--- config.mk ---
export PLATFORM = sky130hd
export DESIGN_NAME = count_sequencer
export DESIGN_NICKNAME = d
export VERILOG_FILES = /design/src/rtl/count_sequencer.sv
export SDC_FILE = /design/constraint.sdc
export NUM_CORES = 1
export LEC_CHECK = 0
export BUFFER_PORTS_ARGS = -buffer_cell sky130_fd_sc_hd__buf_2
export CORE_UTILIZATION = 53
export CTS_BUF_LIST = sky130_fd_sc_hd__clkbuf_8
export DETAILED_ROUTE_END_ITERATION = 12
export PLACE_DENSITY = 0.87
export SLEW_MARGIN = 20
export SYNTH_ARGS = -nofsm -noshare
export SYNTH_HDL_FRONTEND = slang
export SYNTH_SLANG_ARGS = --single-unit
--- constraint.sdc ---
create_clock -name clk -period 3.43 [get_ports clk]
set_input_delay 0.5145 -clock clk [delete_from_list [all_inputs] [get_ports clk]]
set_output_delay 0.5145 -clock clk [all_outputs]
set_load 0.02 [all_outputs]
--- src/rtl/count_sequencer.sv ---
// Run/pause/stop sequencer for an NDIG-digit up/down BCD counter paced by an external timer.
// Optional SEG_DECODE_EN adds a registered 7-segment (gfedcba, active-high) decode port.
module count_sequencer #(
  parameter int unsigned      WIDTH         = 32,
  parameter int unsigned      NDIG          = 2,
  parameter logic [WIDTH-1:0] DEFAULT_LIMIT = WIDTH'(49_999_999)
) (
  input  logic              clk,
  input  logic              rst,
  input  logic              start,
  input  logic              stop,
  input  logic              clear,
  input  logic              step,
  input  logic              dir,
  input  logic              period_ld,
  input  logic [WIDTH-1:0]  period_in,
  input  logic              tmr_pulse,
  output logic              tmr_rst,
  output logic [WIDTH-1:0]  tmr_limit,
  output logic [4*NDIG-1:0] bcd,
  output logic [1:0]        state,
  output logic              running,
  output logic              wrap
`ifdef SEG_DECODE_EN
  ,
  output logic [7*NDIG-1:0] seg
`endif
);

  localparam int unsigned BW = 4 * NDIG;

  typedef enum logic [1:0] {
    S_IDLE  = 2'b00,
    S_RUN   = 2'b01,
    S_PAUSE = 2'b10
  } state_t;

  state_t        state_q;
  state_t        state_d;
  logic [BW-1:0] bcd_inc;
  logic [BW-1:0] bcd_dec;
  logic          inc_wrap;
  logic          dec_wrap;
  logic          step_ok;
  logic          advance;

  assign state   = state_q;
  // Timer is held in reset whenever it must restart from zero on the next RUN cycle.
  assign tmr_rst = (state_q != S_RUN) | clear | period_ld;

  // Only the highest-priority asserted command acts; step loses to any other command.
  assign step_ok = step & ~clear & ~stop & ~start & (state_q != S_RUN);
  assign advance = (tmr_pulse & (state_q == S_RUN) & ~clear) | step_ok;

  always_comb begin
    state_d = state_q;
    if (clear) begin
      state_d = S_IDLE;
    end else if (stop) begin
      if (state_q == S_RUN) begin
        state_d = S_PAUSE;
      end else if (state_q == S_PAUSE) begin
        state_d = S_IDLE;
      end
    end else if (start) begin
      state_d = S_RUN;
    end
  end

  // Ripple increment/decrement; a carry/borrow out of the top digit is the wrap.
  always_comb begin
    bcd_inc  = bcd;
    bcd_dec  = bcd;
    inc_wrap = 1'b1;
    dec_wrap = 1'b1;
    for (int i = 0; i < int'(NDIG); i++) begin
      if (inc_wrap) begin
        if (bcd[4*i +: 4] >= 4'd9) begin
          bcd_inc[4*i +: 4] = 4'd0;
        end else begin
          bcd_inc[4*i +: 4] = bcd[4*i +: 4] + 4'd1;
          inc_wrap          = 1'b0;
        end
      end
      if (dec_wrap) begin
        if (bcd[4*i +: 4] == 4'd0) begin
          bcd_dec[4*i +: 4] = 4'd9;
        end else begin
          bcd_dec[4*i +: 4] = bcd[4*i +: 4] - 4'd1;
          dec_wrap          = 1'b0;
        end
      end
    end
  end

  always_ff @(posedge clk) begin
    if (rst) begin
      state_q   <= S_IDLE;
      running   <= 1'b0;
      bcd       <= '0;
      wrap      <= 1'b0;
      tmr_limit <= DEFAULT_LIMIT;
    end else begin
      state_q <= state_d;
      running <= (state_d == S_RUN);
      wrap    <= 1'b0;
      if (period_ld) begin
        tmr_limit <= period_in;
      end
      if (clear) begin
        bcd <= '0;
      end else if (advance) begin
        bcd  <= dir ? bcd_dec : bcd_inc;
        wrap <= dir ? dec_wrap : inc_wrap;
      end
    end
  end

`ifdef SEG_DECODE_EN
  function automatic logic [6:0] seg7(input logic [3:0] d);
    case (d)
      4'd0:    seg7 = 7'h3F;
      4'd1:    seg7 = 7'h06;
      4'd2:    seg7 = 7'h5B;
      4'd3:    seg7 = 7'h4F;
      4'd4:    seg7 = 7'h66;
      4'd5:    seg7 = 7'h6D;
      4'd6:    seg7 = 7'h7D;
      4'd7:    seg7 = 7'h07;
      4'd8:    seg7 = 7'h7F;
      4'd9:    seg7 = 7'h6F;
      default: seg7 = 7'h00;
    endcase
  endfunction

  // Decode lags bcd by one cycle.
  always_ff @(posedge clk) begin
    if (rst) begin
      seg <= {NDIG{7'h3F}};
    end else begin
      for (int i = 0; i < int'(NDIG); i++) begin
        seg[7*i +: 7] <= seg7(bcd[4*i +: 4]);
      end
    end
  end
`endif

endmodule
==> run summary <==
multi-input logic area - 1110 um^2
final hold violations - 0
Least-Margin Pin Slew - 947 ps
Yosys top cell by area - dfxtp_1
die area - 4210 um^2
CTS clk-pin slew, worst paths - 80 ps
Worst EP arrival - 2180 ps
WL per Instance - 13.8 um
Pwr Total - 0.00105 W
Post-synth EDFFs - 0
share of layout cells above drive strength 1 - 34.9%
GP Congestion - 0.824
initial antenna violation count - 0
CP Cell Sequence - inv_1, ha_1, or3b_4, a21oi_4, a21oi_1, o32ai_2
# diodes - 0
LEAKAGE - 1.22 nW
vias - 1895
max-cap viol count - 0
average vias per placed instance - 5.48
Placeable Area - 3720 um^2
Final ANT Viol Nets - 0
Synth Cell Area - 2090 um^2
TritonCTS buffer count - 5
H-tree levels - 2
routed wire length - 4.79 mm
Tcrit/Tclk final - 57.8%
Iteration-0 DRC Markers - 137
Worst Reg-to-Reg Cells - 6
Critical Path Max Stage Delay - 460 ps
post-synth cell types - 48
FF/Latch Area - 881 um^2
VDD IR max - 0.000377 V
Synth Flop Type - dfxtp_1
fill count - 323
Yosys Warn Count - 0
Placement Rows - 22
top post-synthesis cells by area - dfxtp_1 42%, a211o_1 7.5%, mux2i_1 6.7%
Crit path max-delay family - compound AO/OA/AOI/OAI gates
Post-CTS Setup Bufs - 0
vias in the first global route - 1644
final worst path period need - 1980 ps
IO buf count - 85
CP Buf/Inv Count - 1
first-pass GRT wire length - 7.56 mm
outcome - finished, final reports clean
Root Buffer - clkbuf_8
Sum Neg Setup Slack - 0 ps
Die H - 64.9 um
CP required - 3630 ps
Slew Viols, Final - 0
detailed-route DRC error count - 0
Placed Cells - 338
Starting Density - 56.4%
Worst Setup Path Type - flip-flop to flip-flop
count of cells resized by post-cts repair - 0
Worst-Skew Late Latency - 290 ps
Worst Path Max Fanout - 8
WHS Path Cells - 2
worst hold-check path type - input port to flip-flop
Max Freq - 504 MHz
PD cells - 403 nW/um^2
nets - 345
Async SR Flop Fraction - 0%
post-DP HPWL - 3.50 mm
Syn-to-layout area delta - 24.9%
clock buffer depth - 2
die width - 64.9 um
Post-Layout Cell Count - 346
# setup viols final - 0
I/O pins - 86
#FFs+latches synth - 44
Layout Skew - 8.34 ps
maximum number of pins on one net before global-route repair - 35
number of clock sinks - 44
Critical Path Source Type - flip-flop
Mean Syn Cell Area - 9.61 um^2
most frequent cell after synthesis - dfxtp_1
hold_buf cts - 0
Post-Syn Nets - 266
post-synthesis sequential area ratio - 42.1%
total grt overflow - 0
WP depth - 6
Cells after Synth - 218
CTS tree - built
TritonRoute pass-1 iters - 4
top-area cell type share of the netlist area - 42.1%
Relative slew margins - 36.1%
RSZ-0062 raised after global routing - false
CP max stage cell - or3b_4
FF-to-FF setup slack - 1450 ps
Setup crit end kind - flip-flop
most frequent cells after synthesis - 44 x dfxtp_1, 20 x nor2b_1, 19 x nor2_1
Tot GR Track Use - 23.5%
[metal layers]
metal | track usage, % | part of all wire, % | wire length (um)
met1 | 29.1 | 43 | 2060
met3 | 7.92 | 8.3 | 397
met4 | 8.33 | 1.2 | 57
met5 | 0 | 0 | 0
met2 | 37.5 | 48 | 2280
[stage by stage]
step / setup slack, ps / cell area, um^2 / hold slack [ps] / util (%)
after floorplan: 1600 / 2090 / 582 / -
after global placement: 1430 / 2520 / 468 / 67.8
after detailed placement: 1340 / 2520 / 482 / 67.8
after CTS: 1470 / 2620 / 401 / 70.4
after global routing: 1380 / 2620 / 402 / 70.4
final: 1450 / 2620 / 408 / 70.4
[placed cells by master, fill, tap and decap left out, types with 2 or more instances in the layout]
cell / instances
or2_2: 2
nor2_1: 19
clkbuf_8: 6
nand2_1: 6
a211oi_1: 5
nor3_1: 2
nand3_1: 3
nand2b_1: 4
dfxtp_1: 44
inv_1: 11
mux2i_1: 14
buf_2: 85
nor2b_1: 20
a211o_1: 18
a32oi_1: 2
nand3b_1: 2
ha_1: 7
o21ai_0: 6
o31ai_1: 3
a21oi_1: 11
[where the power goes]
part	switching [W]	internal (W)	leakage (nW)
Combinational	0.0000998	0.0000733	0.807
Clock	0.000170	0.000161	0.0486
Sequential	0.0000131	0.000537	0.363
Total	0.000283	0.000771	1.22
[registers in the layout, indices dropped and copies added, names as in the netlist]
name and count:
running 1, wrap 1, state 2, tmr_limit 32, bcd 8
[final cells by class]
class / instances / area share (%)
clock buffer: 6 / 3.16
multi-input combinational: 150 / 42.4
timing repair buffer: 86 / 16.6
tap: 48 / 2.30
clock inverter: 2 / 0.431
inverter: 10 / 1.44
sequential: 44 / 33.7
[path summary, 6_finish.rpt]
check	endpoint	from
worst max-delay path	bcd[2]	bcd[0]
worst min-delay path	running	stop
worst max register to register	bcd[2]	bcd[0]
worst min register to register	tmr_limit[30]	tmr_limit[30]
[kinds of logic after synthesis]
family          count (synthesis)  synth area share (%)
compound gates                 61                  23.7
fa+ha+maj                       7                  4.18
buf+inv                        24                  4.96
flops                          44                  42.1
mux                            14                  6.69
simple gates                   68                  18.4
(Power assumes the default switching activity.)
